### config.mk
export PLATFORM = sky130hd
export DESIGN_NAME = ccd_readout
export DESIGN_NICKNAME = d
export VERILOG_FILES = /design/src/rtl/monochr_pkg.sv /design/src/rtl/ccd_phase_gen.sv /design/src/rtl/ccd_readout.sv
export SDC_FILE = /design/constraint.sdc
export NUM_CORES = 1
export LEC_CHECK = 0
export BUFFER_PORTS_ARGS = -buffer_cell sky130_fd_sc_hd__clkbuf_2
export CELL_PAD_IN_SITES_DETAIL_PLACEMENT = 0
export CELL_PAD_IN_SITES_GLOBAL_PLACEMENT = 2
export CORE_ASPECT_RATIO = 1.1
export CORE_UTILIZATION = 37
export DETAILED_ROUTE_END_ITERATION = 8
export PLACE_DENSITY = 0.89
export SKIP_LAST_GASP = 1
export SLEW_MARGIN = 10
export SYNTH_ARGS = -nofsm -noshare
export SYNTH_HDL_FRONTEND = slang
export SYNTH_HIERARCHICAL = 1
export SYNTH_SLANG_ARGS = --single-unit
### constraint.sdc
create_clock -name CLK -period 6.9 [get_ports CLK]
set_input_delay 0.69 -clock CLK [delete_from_list [all_inputs] [get_ports CLK]]
set_output_delay 0.69 -clock CLK [all_outputs]
set_load 0.01 [all_outputs]
### src/rtl/monochr_pkg.sv
// Shared definitions for the monochrome CCD line readout: sequencer state
// encoding, ADC word width, default timing and the dark-offset helper.
package monochr_pkg;

   localparam int CCD_DATA_W  = 11;

   localparam int DEF_CLK_DIV = 4;
   localparam int DEF_PIXELS  = 2048;
   localparam int DEF_ROG_LEN = 8;
   localparam int DEF_GAP_LEN = 4;
   localparam int DEF_DARK    = 16;

   typedef enum logic [2:0] {
      ST_IDLE = 3'd0,
      ST_ROG  = 3'd1,
      ST_GAP  = 3'd2,
      ST_READ = 3'd3,
      ST_DONE = 3'd4
   } ccd_state_t;

   // Dark-offset removal clamped at zero; the compare happens before the
   // subtraction so an 11-bit result can never wrap.
   function automatic logic [CCD_DATA_W-1:0] dark_sub(
      input logic [CCD_DATA_W-1:0] raw,
      input logic [CCD_DATA_W-1:0] dark
   );
      return (raw > dark) ? (raw - dark) : '0;
   endfunction

endpackage

### src/rtl/ccd_phase_gen.sv
// Pixel-period phase generator: one pixel period is 2*CLK_DIV system clocks,
// clk_ccd high for the first half, clk_adc high for the second half.
// Both clocks come straight from flops so they cannot glitch.
module ccd_phase_gen
   import monochr_pkg::*;
#(
   parameter int CLK_DIV = DEF_CLK_DIV
)(
   input  logic CLK,
   input  logic RESET,
   input  logic run,
   input  logic run_nxt,
   output logic clk_ccd,
   output logic clk_adc,
   output logic sample_tick
);

   localparam int PERIOD = 2 * CLK_DIV;
   localparam int PW     = (PERIOD > 1) ? $clog2(PERIOD) : 1;
   localparam logic [PW-1:0] PH_LAST = PW'(PERIOD - 1);
   localparam logic [PW-1:0] PH_HALF = PW'(CLK_DIV);

   logic [PW-1:0] phase;
   logic [PW-1:0] phase_nxt;
   logic          ccd_hi_nxt;

   // Next phase: restarts at 0 on entry to READ and wraps at the period end.
   always_comb begin
      phase_nxt = '0;
      if (run && run_nxt && (phase != PH_LAST)) begin
         phase_nxt = phase + PW'(1);
      end
      ccd_hi_nxt = (phase_nxt < PH_HALF);
   end

   // Sample on the last system clock of the pixel period, when ADC data is valid.
   assign sample_tick = run && (phase == PH_LAST);

   // Phase register and registered CCD/ADC clocks, derived from the next phase
   // so the output level lines up with the phase it belongs to.
   always_ff @(posedge CLK or posedge RESET) begin
      if (RESET) begin
         phase   <= '0;
         clk_ccd <= 1'b0;
         clk_adc <= 1'b0;
      end else begin
         phase   <= phase_nxt;
         clk_ccd <= run_nxt && ccd_hi_nxt;
         clk_adc <= run_nxt && !ccd_hi_nxt;
      end
   end

endmodule

### src/rtl/ccd_readout.sv
// Single-line CCD readout sequencer: read-out-gate pulse, settle gap, pixel
// shifting with ADC sampling, dark-offset correction and line-memory writes.
//
// state | meaning
// IDLE  | waiting for start, all CCD drive low
// ROG   | rog_ccd high, charge transfer into the shift register
// GAP   | everything low, settle before the first pixel clock
// READ  | pixel clocking; one sample and one write per pixel period
// DONE  | last write and line_done pulse, back to IDLE next cycle
module ccd_readout
   import monochr_pkg::*;
#(
   parameter int  CLK_DIV = DEF_CLK_DIV,
   parameter int  PIXELS  = DEF_PIXELS,
   parameter int  ROG_LEN = DEF_ROG_LEN,
   parameter int  GAP_LEN = DEF_GAP_LEN,
   parameter int  DARK    = DEF_DARK,
   localparam int AW      = (PIXELS > 1) ? $clog2(PIXELS) : 1
)(
   input  logic                  CLK,
   input  logic                  RESET,
   input  logic                  start,
   input  logic [CCD_DATA_W-1:0] ccd_data,
   output logic                  clk_ccd,
   output logic                  rog_ccd,
   output logic                  clk_adc,
   output logic                  pix_we,
   output logic [AW-1:0]         pix_addr,
   output logic [CCD_DATA_W-1:0] pix_data,
   output logic                  busy,
   output logic                  line_done
);

   localparam int CNT_MAX = (ROG_LEN > GAP_LEN) ? ROG_LEN : GAP_LEN;
   localparam int CNT_W   = $clog2(CNT_MAX + 1);

   localparam logic [CNT_W-1:0]      ROG_LOAD = CNT_W'(ROG_LEN - 1);
   localparam logic [CNT_W-1:0]      GAP_LOAD = CNT_W'(GAP_LEN - 1);
   localparam logic [AW-1:0]         PIX_LAST = AW'(PIXELS - 1);
   localparam logic [CCD_DATA_W-1:0] DARK_W   = CCD_DATA_W'(DARK);

   ccd_state_t       state;
   ccd_state_t       state_nxt;
   logic [CNT_W-1:0] cnt;
   logic [AW-1:0]    pixel;
   logic             sample_tick;
   logic             last_pixel;

   assign last_pixel = sample_tick && (pixel == PIX_LAST);

   ccd_phase_gen #(
      .CLK_DIV     (CLK_DIV)
   ) u_phase_gen (
      .CLK         (CLK),
      .RESET       (RESET),
      .run         (state == ST_READ),
      .run_nxt     (state_nxt == ST_READ),
      .clk_ccd     (clk_ccd),
      .clk_adc     (clk_adc),
      .sample_tick (sample_tick)
   );

   // Next-state logic; start is only looked at in IDLE.
   always_comb begin
      state_nxt = state;
      case (state)
         ST_IDLE: if (start)          state_nxt = ST_ROG;
         ST_ROG:  if (cnt == '0)      state_nxt = ST_GAP;
         ST_GAP:  if (cnt == '0)      state_nxt = ST_READ;
         ST_READ: if (last_pixel)     state_nxt = ST_DONE;
         ST_DONE:                     state_nxt = ST_IDLE;
         default:                     state_nxt = ST_IDLE;
      endcase
   end

   // State register.
   always_ff @(posedge CLK or posedge RESET) begin
      if (RESET) begin
         state <= ST_IDLE;
      end else begin
         state <= state_nxt;
      end
   end

   // ROG/GAP length timer: loaded with LEN-1 on entry, leaves at terminal count 0.
   always_ff @(posedge CLK or posedge RESET) begin
      if (RESET) begin
         cnt <= '0;
      end else if (state_nxt != state) begin
         if (state_nxt == ST_ROG) begin
            cnt <= ROG_LOAD;
         end else if (state_nxt == ST_GAP) begin
            cnt <= GAP_LOAD;
         end else begin
            cnt <= '0;
         end
      end else if (cnt != '0) begin
         cnt <= cnt - CNT_W'(1);
      end
   end

   // Pixel index: held at 0 outside READ, advances after every sample.
   always_ff @(posedge CLK or posedge RESET) begin
      if (RESET) begin
         pixel <= '0;
      end else if (state != ST_READ) begin
         pixel <= '0;
      end else if (sample_tick) begin
         pixel <= pixel + AW'(1);
      end
   end

   // Registered sequencer outputs, taken from the next state so they are
   // aligned with the state they describe.
   always_ff @(posedge CLK or posedge RESET) begin
      if (RESET) begin
         rog_ccd   <= 1'b0;
         busy      <= 1'b0;
         line_done <= 1'b0;
      end else begin
         rog_ccd   <= (state_nxt == ST_ROG);
         busy      <= (state_nxt != ST_IDLE);
         line_done <= (state_nxt == ST_DONE);
      end
   end

   // Line-memory write port: one cycle after each sample, dark-corrected value.
   always_ff @(posedge CLK or posedge RESET) begin
      if (RESET) begin
         pix_we   <= 1'b0;
         pix_addr <= '0;
         pix_data <= '0;
      end else begin
         pix_we <= sample_tick;
         if (sample_tick) begin
            pix_addr <= pixel;
            pix_data <= dark_sub(ccd_data, DARK_W);
         end
      end
   end

endmodule

Word level (Yosys, flattened, before mapping)
Index checks and enable logic that the tools add are counted.
- bitwise gates (word level): 0
- magnitude comparators: 2
- add/sub/neg operators: 4
- shift operators: 0
- reduce and logical (&&, ||, !) cells: 13
- mux-type cells: 13
- div/mod/pow operators: 0
- equality and inequality tests: 12
- multiply operators: 0
- operators with widths (cell ; count):
    $mux 11 ; 3
    $mux 3 ; 6
    $eq 3x2->1 const B ; 4
    $pmux 3 s4 ; 1
    $add 11x1->11 const B ; 1
    $eq 11x11->1 const B ; 1
    $gt 11x5->1 const B ; 1
    $sub 11x5->11 const B ; 1
    $mux 4 ; 2
    $eq 3x1->1 const B ; 2
    $eq 3x3->1 const B ; 2
    $logic_and 1x1->1 ; 6
    $logic_not 4->1 ; 1
    $reduce_bool 2->1 ; 2
    $reduce_bool 4->1 ; 1
    $sub 4x1->4 const B ; 1
    $add 3x1->3 const B ; 1
    $logic_not 3->1 ; 1
    $lt 3x3->1 const B ; 1
    $ne 3x2->1 const B ; 1
    $ne 3x3->1 ; 1
    $ne 3x3->1 const B ; 1
    $reduce_bool 3->1 ; 1
    $mux 2 ; 1
    $logic_not 1->1 ; 1
- RAM bits: 0
- memory bits (read-only): 0
- latch bits: 0
- register bits: 49
- memories: 0

Depth between registers and ports, before layout
- depth in word-level cells: 12
- gate-level depth with buffers: 9

By module
Netlist, hierarchy kept.
- by module, submodules not included (module ; instances ; area an instance (um2) ; sequential area each (um2) ; cells an instance):
    ccd_readout ; 1 ; 2011.9 ; 1101.1 ; 187
    ccd_phase_gen ; 1 ; 209.0 ; 125.1 ; 17

Least setup slack after synthesis
No wires, ideal clock.
- kind: reg2reg
- start point: register state[1]
- end point: register cnt[2]
- clock period less this slack: 2.233 ns
- stages on the path, launching flop included: 9
- arrival: 2.106 ns
- setup slack: 4.667 ns
- setup time: 0.128 ns
- cells stage by stage: dfrtp_1 nor2b_1 nand2_1 inv_1 and2_2 nand3_2 or4_1 a22oi_2 mux2_1
- longest elaborated chain between the ends: 8
- elaborated cells between the ends (all ways): 16
- RTL lines (item ; RTL line ; RTL):
    from (decl) ; ccd_readout.sv:42 ; ccd_state_t state;
    from (signal assigned) ; ccd_readout.sv:81 ; state <= state_nxt;
    $eq 3x2->1 * ; ccd_readout.sv:56 ; .run (state == ST_READ),
    $logic_and 1x1->1 * ; ccd_phase_gen.sv:37 ; assign sample_tick = run && (phase == PH_LAST);
    named net sample_tick ; ccd_readout.sv:46 ; logic sample_tick;
    $logic_and 1x1->1 * ; ccd_readout.sv:49 ; assign last_pixel = sample_tick && (pixel == PIX_LAST);
    $mux 3 * ; ccd_readout.sv:70 ; ST_READ: if (last_pixel) state_nxt = ST_DONE;
    $pmux 3 s4 * ; ccd_readout.sv:66 ; case (state)
    $eq 3x1->1 ; ccd_readout.sv:90 ; if (state_nxt == ST_ROG) begin
    $mux 3 ; ccd_readout.sv:90 ;
    $mux 4 ; ccd_readout.sv:89 ; end else if (state_nxt != state) begin
    to (signal assigned) ; ccd_readout.sv:98 ; cnt <= cnt - CNT_W'(1);
    to (decl) ; ccd_readout.sv:44 ; logic [CNT_W-1:0] cnt;
The timed path passes the listed nets; every way through them passes the cells marked *.
A chain may end at the register's enable or synchronous reset.

Worst setup path in the final report
Ends and elaborated chain as after synthesis.

==> results.cfg <==
[status]
status = completed

[critical_path]
max_stage_delay_ns = 0.61
slowest_stage = and2_2
crit_path_cell_trace = nor2b_1 -> nand2_1 -> inv_1 -> and2_2 -> nand3_2 -> or4_1 -> a22oi_2 -> mux2_1
crit_arrival_ns = 3.45
path_class = reg -> reg
crit_buf_inv = 1
crit_fanout = 32
crit_family = simple AND/OR/NAND/NOR gates
cp.required_ns = 7.09
start_kind = flip-flop
cp-end-kind = flip-flop

[layout]
postLayoutCellArea_um2 = 2630
diodes = 0
drive_above_1_share = 0.2851
syn_to_final_growth_pct = 18.42
nets = 268
fin_util = 0.4559

[timing]
drv_slew = 0
worst_pin_slew_ns = 0.7480
finalSetupTns_ns = 0
layout_min_cycle_time_ns = 3.266
hold_violations = 0
maxSlewHeadroom = 0.4884
rsz0062_at_grt = false
finalSetupViolCount = 0
fin_crit_sh = 0.4734
worst_slack_ns = 3.634
finClkSkew_ns = 0.01012
fmax_mhz = 306.1
timing.hold.ws_ns = 0.2596

[hold_path]
hold_class = in -> async

[die]
die_width_um = 75.87
start_util = 0.3849
core_um2 = 5769
rows = 29
die-area_um2 = 6317
io_pins = 42
die_h_um = 83.26

[detailed_routing]
wl_per_cell_um = 12.15
drtPass1Iterations = 4
first_iter_violations = 83
wl_um = 3962
vias = 1564
detail-route-antenna-nets = 0
via_per_inst = 4.798
route.detailed.drc = 0

[synth]
synth-edff-count = 0
syn_nets = 224
synth_common_cells = dfrtp_1 (49), inv_1 (25), nor2_1 (17), mux2_2 (11), o22ai_1 (9)
synth.area.top_cells = dfrtp_1 (55%), mux2_2 (5.6%), inv_1 (4.2%)
async_reset_ff_frac = 1.000
netlist.area_leader.share = 0.5521
synth_ff_type = dfrtp_1
yosys.cell_count.top_type = dfrtp_1
avgSynthCellArea_um2 = 10.89
synth_top_area_cell = dfrtp_1
synth-warning-count = 6
synth.distinct_cells = 43
ys_seq_area_frac = 0.5521
syn-instance-count = 204
synth_area_um2 = 2221
synth-seq-cells = 49

[clock_network]
postCtsHoldBufs = 0
clk_latency_ns = 0.30
cts.sinks = 49
cts_resized = 0
cts.htree.levels = 2
clock-root-buffer = clkbuf_8
cts_setup_buffers = 0
clkTransAtPathRegs_ns = 0.09
clk_path_buf_depth = 2
cts_tree = built
cts-buffers-inserted = 5

[global_route]
overflow = 0
grt_start_max_net_pins = 45
grt_pass1_wl_um = 6789
first_global_vias = 1518
grtUsageTotal = 0.1428
antenna_found_initial = 0

[power_and_ir_drop]
powerDensity_nw_per_um2 = 343.8
peakVddDrop_mv = 0.1781
power.leakage_nw = 1.307

[run]
drv_cap = 0

[placed_design]
placed_cell_area_um2 = 2510
portBuffers = 41
dp_slack_ns = 3.617
hpwl_um = 2802
place_congestion = 0.7273
stage by stage:
step           power (mW)  cells
4_1_cts            0.9203    326
3_5_place_dp       0.7030    318
3_3_place_gp       0.6958    318
5_1_grt            0.9704    326
6_report           0.9041    326
2_1_floorplan      0.6099    204
flip-flops by register name, summed over array words and instances, names as in the netlist:
signal	flops
cnt	4
busy	1
u_phase_gen/clk_ccd	1
pix_we	1
rog_ccd	1
pixel	11
pix_data	11
pix_addr	11
u_phase_gen/phase	3
state	3
line_done	1
u_phase_gen/clk_adc	1
power breakdown:
| group | total [mW] | switching, mW | internal, mW | leakage, nW |
|---|---|---|---|---|
| registers | 0.409 | 0.0451 | 0.364 | 0.623 |
| logic | 0.283 | 0.155 | 0.128 | 0.626 |
| clock network | 0.212 | 0.0940 | 0.118 | 0.0574 |
worst reg2reg max path: cells and delay by family, from the launching register on:
family                 cells  cell delay [ns]
AO/OA/AOI/OAI              1             0.24
buffers and inverters      1             0.23
flip-flops                 1             0.46
multiplexers               1             0.34
AND/OR/NAND/NOR            5             1.89
logic make-up (layout without fill, tap and decap cells):
kind of cell,Yosys count,after routing,share of synthesized area
compound gates,33,33,0.09464
xor+xnor,12,12,0.04732
fa+ha+maj,6,6,0.03380
buf+inv,30,75,0.05127
flops,49,49,0.5521
mux,13,13,0.06535
simple gates,61,61,0.1555
layout make-up:
class	count	area [um^2]
clock buffers	6	82.58
flip-flops and latches	49	1226
clock inverters	2	37.54
multi-input cells	125	880.8
fillers	559	3139
well taps	77	96.34
inverters	25	93.84
repair buffers	42	212.7
final timing paths:
kind | from | end | slack, ns | cells past startpoint
min in group CLK | u_phase_gen/phase[0]$_DFF_PP0_ | u_phase_gen/phase[0]$_DFF_PP0_ | 0.45 | 1
setup / recovery | state[1]$_DFF_PP0_ | cnt[2]$_DFFE_PP0P_ | 3.63 | 8
setup reg to reg | state[1]$_DFF_PP0_ | cnt[2]$_DFFE_PP0P_ | 3.63 | 8
hold reg to reg | u_phase_gen/phase[0]$_DFF_PP0_ | u_phase_gen/phase[0]$_DFF_PP0_ | 0.45 | 1
hold / removal | RESET | u_phase_gen/phase[2]$_DFF_PP0_ | 0.26 | 2
max in group asynchronous | RESET | pix_addr[8]$_DFFE_PP0P_ | 6.02 | 3
cell usage in the layout, fill, tap and decap left out, types with 2 or more instances in the layout:
| cell | netlist | routed |
|---|---|---|
| a21oi_1 | 7 | 7 |
| a31oi_1 | 4 | 4 |
| and3_1 | 3 | 3 |
| clkbuf_2 | 0 | 41 |
| clkbuf_8 | 0 | 6 |
| dfrtp_1 | 49 | 49 |
| ha_1 | 6 | 6 |
| inv_1 | 25 | 24 |
| mux2_2 | 11 | 11 |
| nand2_1 | 7 | 7 |
| nand2b_1 | 2 | 2 |
| nand3_1 | 5 | 5 |
| nand3_2 | 2 | 2 |
| nand4_1 | 2 | 2 |
| nor2_1 | 17 | 17 |
| nor3_1 | 4 | 4 |
| nor3b_1 | 3 | 3 |
| o21ai_0 | 7 | 7 |
| o22ai_1 | 9 | 9 |
| or3_1 | 3 | 3 |
| or4_1 | 2 | 2 |
| xnor2_1 | 7 | 7 |
| xor2_1 | 5 | 5 |
per-layer routing:
metal / GRT usage / wire, um
met5: 0 / 0
met4: 0.06229 / 64
met3: 0.04854 / 218
met2: 0.2204 / 1862
met1: 0.1780 / 1816
Power figures use the tool's default switching activity.
